===== src/rtl/bmp_gray_binarize_if.sv =====
// Handshake and ROM/RAM byte bus between the BMP converter and its environment.
// The converter uses the master view; the environment/testbench uses the slave view.
interface bmp_gray_binarize_if #(
    parameter int BYTE_WIDTH = 8,
    parameter int ADDR_WIDTH = 20
);
    logic                  in_valid;
    logic                  mode;
    logic [BYTE_WIDTH-1:0] threshold;
    logic [BYTE_WIDTH-1:0] ROM_out;
    logic                  ROM_ren;
    logic [ADDR_WIDTH-1:0] ROM_addr;
    logic                  RAM_ren;
    logic                  RAM_wen;
    logic [BYTE_WIDTH-1:0] RAM_in;
    logic [ADDR_WIDTH-1:0] RAM_addr;
    logic                  done;
    logic                  busy;

    modport master (
        input  in_valid, mode, threshold, ROM_out,
        output ROM_ren, ROM_addr, RAM_ren, RAM_wen, RAM_in, RAM_addr, done, busy
    );

    modport slave (
        output in_valid, mode, threshold, ROM_out,
        input  ROM_ren, ROM_addr, RAM_ren, RAM_wen, RAM_in, RAM_addr, done, busy
    );
endinterface


===== src/rtl/bmp_gray_binarize.sv =====
// Streams a BMP from ROM to RAM: header and row padding are copied, each BGR(A)
// pixel becomes weighted luminance (or a thresholded binary value); alpha passes through.
module bmp_gray_binarize #(
    parameter int BYTE_WIDTH  = 8,
    parameter int ADDR_WIDTH  = 20,
    parameter int HEADER_SIZE = 54,
    parameter int IMG_WIDTH   = 512,
    parameter int IMG_HEIGHT  = 512,
    parameter int CHANNELS    = 3,
    parameter int W_B         = 30,
    parameter int W_G         = 150,
    parameter int W_R         = 76
) (
    input  logic                 clk,
    input  logic                 rst_n,
    bmp_gray_binarize_if.master  bus
);
    localparam int ROW_BYTES = IMG_WIDTH * CHANNELS;
    localparam int PAD       = (4 - ROW_BYTES % 4) % 4;
    localparam int SUM_W     = 2 * BYTE_WIDTH + 2;
    localparam logic [SUM_W-1:0]      GRAY_MAX = SUM_W'((1 << BYTE_WIDTH) - 1);
    localparam logic [ADDR_WIDTH-1:0] ADDR_ONE = ADDR_WIDTH'(1);

    typedef enum logic [2:0] {
        S_IDLE, S_HDR, S_PIX_RD, S_PIX_CALC, S_PIX_WR, S_PAD, S_FLUSH, S_DONE
    } state_t;

    state_t                state_q, state_d;
    logic [15:0]           cnt_q, cnt_d, col_q, col_d, row_q, row_d;
    logic [ADDR_WIDTH-1:0] rom_addr_q, rom_addr_d, ram_addr_q, ram_addr_d;
    logic                  copy_pend_q, copy_pend_d, rd_pend_q, rd_pend_d;
    logic [1:0]            rd_idx_q, rd_idx_d;
    logic                  mode_q, mode_d;
    logic [BYTE_WIDTH-1:0] thr_q, thr_d, result_q, result_d;
    logic [BYTE_WIDTH-1:0] pix_q [0:3];
    logic [BYTE_WIDTH-1:0] pix_d [0:3];
    logic [BYTE_WIDTH-1:0] px_view [0:3];

    logic                  rom_ren, ram_wen;
    logic [SUM_W-1:0]      sum, gray_full;
    logic [BYTE_WIDTH-1:0] gray, result;

    // Pixel buffer as seen this cycle: the byte returning from the previous read
    // overrides its slot, so the last channel is usable in PIX_CALC directly.
    generate
        for (genvar gi = 0; gi < 4; gi++) begin : g_px
            assign px_view[gi] = (rd_pend_q && rd_idx_q == 2'(gi)) ? bus.ROM_out : pix_q[gi];
        end
    endgenerate

    always_comb begin
        sum = SUM_W'(px_view[0]) * SUM_W'(W_B)
            + SUM_W'(px_view[1]) * SUM_W'(W_G)
            + SUM_W'(px_view[2]) * SUM_W'(W_R);
        gray_full = sum >> 8;
        gray      = (gray_full > GRAY_MAX) ? '1 : gray_full[BYTE_WIDTH-1:0];
        result    = mode_q ? ((gray >= thr_q) ? '1 : '0) : gray;
    end

    assign rom_ren = (state_q == S_HDR) || (state_q == S_PIX_RD) || (state_q == S_PAD);
    assign ram_wen = copy_pend_q || (state_q == S_PIX_WR);

    always_comb begin
        state_d     = state_q;
        cnt_d       = cnt_q;
        col_d       = col_q;
        row_d       = row_q;
        rom_addr_d  = rom_addr_q;
        ram_addr_d  = ram_addr_q;
        copy_pend_d = 1'b0;
        rd_pend_d   = 1'b0;
        rd_idx_d    = rd_idx_q;
        mode_d      = mode_q;
        thr_d       = thr_q;
        result_d    = result_q;
        for (int k = 0; k < 4; k++) pix_d[k] = px_view[k];

        if (rom_ren) rom_addr_d = rom_addr_q + ADDR_ONE;
        if (ram_wen) ram_addr_d = ram_addr_q + ADDR_ONE;

        case (state_q)
            S_IDLE: begin
                if (bus.in_valid) begin
                    state_d    = S_HDR;
                    mode_d     = bus.mode;
                    thr_d      = bus.threshold;
                    cnt_d      = '0;
                    col_d      = '0;
                    row_d      = '0;
                    rom_addr_d = '0;
                    ram_addr_d = '0;
                end
            end
            S_HDR: begin
                copy_pend_d = 1'b1;
                if (int'(cnt_q) == HEADER_SIZE - 1) begin
                    cnt_d   = '0;
                    state_d = S_PIX_RD;
                end else begin
                    cnt_d = cnt_q + 16'd1;
                end
            end
            S_PIX_RD: begin
                rd_pend_d = 1'b1;
                rd_idx_d  = cnt_q[1:0];
                if (int'(cnt_q) == CHANNELS - 1) begin
                    cnt_d   = '0;
                    state_d = S_PIX_CALC;
                end else begin
                    cnt_d = cnt_q + 16'd1;
                end
            end
            S_PIX_CALC: begin
                result_d = result;
                state_d  = S_PIX_WR;
            end
            S_PIX_WR: begin
                if (int'(cnt_q) == CHANNELS - 1) begin
                    cnt_d = '0;
                    if (int'(col_q) == IMG_WIDTH - 1) begin
                        col_d = '0;
                        if (PAD > 0) begin
                            state_d = S_PAD;
                        end else if (int'(row_q) == IMG_HEIGHT - 1) begin
                            state_d = S_DONE;
                        end else begin
                            row_d   = row_q + 16'd1;
                            state_d = S_PIX_RD;
                        end
                    end else begin
                        col_d   = col_q + 16'd1;
                        state_d = S_PIX_RD;
                    end
                end else begin
                    cnt_d = cnt_q + 16'd1;
                end
            end
            S_PAD: begin
                copy_pend_d = 1'b1;
                if (int'(cnt_q) == PAD - 1) begin
                    cnt_d = '0;
                    if (int'(row_q) == IMG_HEIGHT - 1) begin
                        state_d = S_FLUSH;
                    end else begin
                        row_d   = row_q + 16'd1;
                        state_d = S_PIX_RD;
                    end
                end else begin
                    cnt_d = cnt_q + 16'd1;
                end
            end
            S_FLUSH: state_d = S_DONE;
            S_DONE: begin
                state_d    = S_IDLE;
                rom_addr_d = '0;
                ram_addr_d = '0;
            end
            default: state_d = S_IDLE;
        endcase
    end

    always_ff @(posedge clk or negedge rst_n) begin
        if (!rst_n) begin
            state_q     <= S_IDLE;
            cnt_q       <= '0;
            col_q       <= '0;
            row_q       <= '0;
            rom_addr_q  <= '0;
            ram_addr_q  <= '0;
            copy_pend_q <= 1'b0;
            rd_pend_q   <= 1'b0;
            rd_idx_q    <= '0;
            mode_q      <= 1'b0;
            thr_q       <= '0;
            result_q    <= '0;
            for (int k = 0; k < 4; k++) pix_q[k] <= '0;
        end else begin
            state_q     <= state_d;
            cnt_q       <= cnt_d;
            col_q       <= col_d;
            row_q       <= row_d;
            rom_addr_q  <= rom_addr_d;
            ram_addr_q  <= ram_addr_d;
            copy_pend_q <= copy_pend_d;
            rd_pend_q   <= rd_pend_d;
            rd_idx_q    <= rd_idx_d;
            mode_q      <= mode_d;
            thr_q       <= thr_d;
            result_q    <= result_d;
            for (int k = 0; k < 4; k++) pix_q[k] <= pix_d[k];
        end
    end

    // Copy bytes forward the ROM data in the cycle it arrives; pixel bytes come from registers.
    assign bus.ROM_ren  = rom_ren;
    assign bus.ROM_addr = rom_addr_q;
    assign bus.RAM_ren  = 1'b0;
    assign bus.RAM_wen  = ram_wen;
    assign bus.RAM_in   = copy_pend_q ? bus.ROM_out
                        : ((CHANNELS == 4 && cnt_q[1:0] == 2'd3) ? pix_q[3] : result_q);
    assign bus.RAM_addr = ram_addr_q;
    assign bus.done     = (state_q == S_DONE);
    assign bus.busy     = (state_q != S_IDLE);
endmodule


===== src/flat_wrapper.sv =====
// flat-port wrapper written by rule: the top's interface ports become plain ports
module bmp_gray_binarize_flat 
#(
    parameter int BYTE_WIDTH  = 8,
    parameter int ADDR_WIDTH  = 20,
    parameter int HEADER_SIZE = 54,
    parameter int IMG_WIDTH   = 512,
    parameter int IMG_HEIGHT  = 512,
    parameter int CHANNELS    = 3,
    parameter int W_B         = 30,
    parameter int W_G         = 150,
    parameter int W_R         = 76
)
  (clk, rst_n, bus_in_valid, bus_mode, bus_threshold, bus_ROM_out, bus_ROM_ren, bus_ROM_addr, bus_RAM_ren, bus_RAM_wen, bus_RAM_in, bus_RAM_addr, bus_done, bus_busy);
  bmp_gray_binarize_if #(.BYTE_WIDTH(BYTE_WIDTH), .ADDR_WIDTH(ADDR_WIDTH)) bus_i ();
  input  logic clk;
  input  logic rst_n;
  input wire logic [$bits(bus_i.in_valid)-1:0] bus_in_valid;
  input wire logic [$bits(bus_i.mode)-1:0] bus_mode;
  input wire logic [$bits(bus_i.threshold)-1:0] bus_threshold;
  input wire logic [$bits(bus_i.ROM_out)-1:0] bus_ROM_out;
  output wire logic [$bits(bus_i.ROM_ren)-1:0] bus_ROM_ren;
  output wire logic [$bits(bus_i.ROM_addr)-1:0] bus_ROM_addr;
  output wire logic [$bits(bus_i.RAM_ren)-1:0] bus_RAM_ren;
  output wire logic [$bits(bus_i.RAM_wen)-1:0] bus_RAM_wen;
  output wire logic [$bits(bus_i.RAM_in)-1:0] bus_RAM_in;
  output wire logic [$bits(bus_i.RAM_addr)-1:0] bus_RAM_addr;
  output wire logic [$bits(bus_i.done)-1:0] bus_done;
  output wire logic [$bits(bus_i.busy)-1:0] bus_busy;
  assign bus_i.in_valid = bus_in_valid;
  assign bus_i.mode = bus_mode;
  assign bus_i.threshold = bus_threshold;
  assign bus_i.ROM_out = bus_ROM_out;
  assign bus_ROM_ren = bus_i.ROM_ren;
  assign bus_ROM_addr = bus_i.ROM_addr;
  assign bus_RAM_ren = bus_i.RAM_ren;
  assign bus_RAM_wen = bus_i.RAM_wen;
  assign bus_RAM_in = bus_i.RAM_in;
  assign bus_RAM_addr = bus_i.RAM_addr;
  assign bus_done = bus_i.done;
  assign bus_busy = bus_i.busy;
  bmp_gray_binarize #(.BYTE_WIDTH(BYTE_WIDTH), .ADDR_WIDTH(ADDR_WIDTH), .HEADER_SIZE(HEADER_SIZE), .IMG_WIDTH(IMG_WIDTH), .IMG_HEIGHT(IMG_HEIGHT), .CHANNELS(CHANNELS), .W_B(W_B), .W_G(W_G), .W_R(W_R)) u_core (.clk(clk), .rst_n(rst_n), .bus(bus_i));
endmodule

===== config.mk =====
export PLATFORM = sky130hd
export DESIGN_NAME = bmp_gray_binarize_flat
export DESIGN_NICKNAME = d
export VERILOG_FILES = /design/src/rtl/bmp_gray_binarize_if.sv /design/src/rtl/bmp_gray_binarize.sv /design/src/flat_wrapper.sv
export SDC_FILE = /design/constraint.sdc
export NUM_CORES = 1
export LEC_CHECK = 0
export CAP_MARGIN = 20
export CORE_MARGIN = 4
export CORE_UTILIZATION = 54
export DETAILED_ROUTE_END_ITERATION = 10
export PLACE_DENSITY = 0.77
export SLEW_MARGIN = 20
export SYNTH_ARGS = -nofsm -noshare
export SYNTH_HDL_FRONTEND = slang
export SYNTH_SLANG_ARGS = --single-unit

===== constraint.sdc =====
create_clock -name clk -period 8.9 [get_ports clk]
set_clock_uncertainty 0.15 [all_clocks]
set_input_delay 0.89 -clock clk [delete_from_list [all_inputs] [get_ports clk]]
set_output_delay 0.89 -clock clk [all_outputs]
set_load 0.01 [all_outputs]

==> flow_summary.toml <==
[detailed_routing]
drcViolationCount = 0
wirelength_um = 22190
ant_nets = 0
routedWlPerCell_um = 15.97
dr.pass1.iters = 5
drt_iter0_drc = 430
viasPerCell = 5.577
vias = 7746

[sta]
max_freq_mhz = 116.9
fin_setup_tns_ns = 0
max_slew_margin_pct = 39.68
period_minus_slack_ns = 8.551
period_share_pct = 96.08
finalHoldViolCount = 0
setup_viol = 0
drv_slew = 0
tightestPinTransition_ns = 0.8979
holdWs_ns = 0.2532

[outcome]
status = "complete, no violations"

[yosys]
yosys_warnings = 0
synth_top_family_by_area = "adder cells"
synth_xor_area_share_pct = 9.079
synth_top_area_cell = "dfrtp_1"
netlist.area_leader.share_pct = 34.25
yosys.area_share.simple_pct = 16.85
ys_seq_area_share_pct = 34.25
syn_avg_cell_area_um2 = 9.347
syn-num-nets = 1218
netlist_instances = 1063
synth-edff-count = 0
syn_area_um2 = 9936
yosysUniqueCellTypes = 69
postSynth.asyncResetShare_pct = 100.0
synth_compound_area_share_pct = 12.19
synth_seq_cells = 136
muxShareOfSynthArea_pct = 4.370
synth_ff_type = "dfrtp_1"
yosys.area_share.adder_pct = 18.66
synth_area_leaders = "dfrtp_1 (34%), ha_1 (14%), xor2_1 (4.7%), nor2_1 (4.6%), fa_1 (4.4%)"

[global_route]
overflow = 0
grt_pass1_vias = 7829
grt_antenna_before_repair = 0
grt_usage_pct = 22.04
grt_pass1_wl_um = 36570
grt_start_max_net_pins = 85

[die]
die_y_um = 143.6
rows = 49
die_w_um = 143.6
io_pins = 73
die-area_um2 = 20630
start_util_pct = 55.12
coreArea_um2 = 18020

[clock_network]
clock-root-buffer = "clkbuf_16"
cts_buffers = 17
cts_max_path_buffers = 2
postCtsHoldBufs = 0
clk_pin_slew_ns = 0.07
cts_tree = "yes"
clock_latency_ns = 0.43
h-tree-depth = 4
cts.sinks = 136

[worst_setup_path]
start_kind = "primary input"
end_kind = "flip-flop"
startpoint = "bus_ROM_out[3]"
required_ns = 9.01
cp_max_fo = 8
worstPathArrival_ns = 8.66
slowest_delay_ns = 0.50
crit_type = "primary input to flip-flop"
r2r_setup_slack_ns = 0.35
reg2reg_from = "u_core.rd_idx_q[1]"
critPathSlowestCell = "fa_1"
crit_path_frequent_cell = "ha_1"

[final_layout]
antennaDiodeCount = 0
most-common-layout-cells = "dfrtp_1 (135), nor2_1 (121), ha_1 (112), inv_1 (90), nand2_1 (79)"
fin_cells = 1389
layout.nets = 1303
mostFrequentLayoutCell = "dfrtp_1"
area_delta_synth_final_pct = 16.70
drive_above_1_share_pct = 9.224

[placed_design]
hpwl_um = 16270
place.gp.congestion = 0.8813
portBuffers = 71
dp.cells = 1357

[hold_path]
holdCritPathClass = "primary input to async pin"

[job]
drv_cap = 0
==> final timing paths <==
| check | depth (start not counted) | endpoint |
|---|---|---|
| setup / recovery | 39 | u_core.result_q[6] |
| hold / removal | 1 | u_core.col_q[5] |
| setup reg to reg | 40 | u_core.result_q[6] |
| hold reg to reg | 2 | u_core.col_q[1] |
| max in group asynchronous | 2 | u_core.thr_q[3] |
| min in group clk | 2 | u_core.col_q[1] |
==> registers in the layout, indices dropped and copies added, names as in the netlist <==
register / count
u_core.bus.RAM_addr: 20
u_core.bus.ROM_addr: 20
u_core.mode_q: 1
u_core.thr_q: 8
u_core.cnt_q: 16
u_core.copy_pend_q: 1
u_core.rd_pend_q: 1
u_core.rd_idx_q: 2
u_core.col_q: 16
u_core.row_q: 16
u_core.state_q: 3
u_core.result_q: 8
u_core.pix_q: 24
==> area by class of cell <==
class | count | area, µm²
timing repair buffer | 90 | 858.3
fill | 1450 | 6430
inverter | 90 | 337.8
clock buffer | 17 | 425.4
multi-input combinational | 813 | 6142
sequential | 136 | 3405
clock inverter | 14 | 140.1
tap | 229 | 286.5
==> kinds of logic after synthesis <==
group	count (synthesis)
flops	136
compound gates	180
mux	40
xor+xnor	103
buf+inv	114
other cells	1
fa+ha+maj	135
simple gates	354
==> cells in the mapped netlist (all sizes together), types with 3 or more instances <==
cell type,instances
nand4,18
nor3b,4
nand2,80
a21oi,37
o41ai,3
nor4,5
nand2b,9
o21bai,4
a31oi,5
nor3,17
or4,3
mux2,27
nor2,123
fa,22
or3,8
and3,23
or2,3
ha,113
buf,9
a211oi,4
o21a,6
nand3,38
and4,3
xor2,53
a21boi,4
a21o,23
inv,90
dfrtp,136
nor2b,12
mux2i,13
clkbuf,15
o21ai,59
xnor2,50
o31ai,6
a311oi,10
==> worst max-delay path, delay by kind of cell <==
kind                     cells  cell delay, ns
XOR/XNOR                     2            0.29
multiplexers                 1            0.30
AO/OA/AOI/OAI               17            2.88
buffers and inverters        4            0.70
AND/OR/NAND/NOR              7            0.93
adder cells (fa/ha/maj)      8            2.62
==> stage by stage <==
| step | worst slack (ns) | util (%) | cell area, µm² |
|---|---|---|---|
| final | 0.3489 | 64.33 | 11590 |
| after CTS | 0.1088 | 63.95 | 11530 |
| after global placement | 0.08742 | 60.81 | 10960 |
| after global routing | -0.01731 | 64.33 | 11590 |
| after detailed placement | -0.1513 | 60.81 | 10960 |
| after floorplan | 0.4589 | - | 9936 |
==> what timing repair did <==
item / in CTS / in global routing
setup buffers: 0 / 1
setup endpoints to repair: 0 / 8
resized for setup: 0 / 14
==> metal layers <==
layer	vias up	share of wire (%)	GRT usage (%)
met3	40	3.3	3.594
met5	-	0	0
met1	3737	43	27.07
met2	122	51	39.16
met4	0	2.4	7.879
li1	3847	-	-
Power is not shown: default switching activity piles up to over one toggle a cycle in this logic, so the estimate is an artifact.
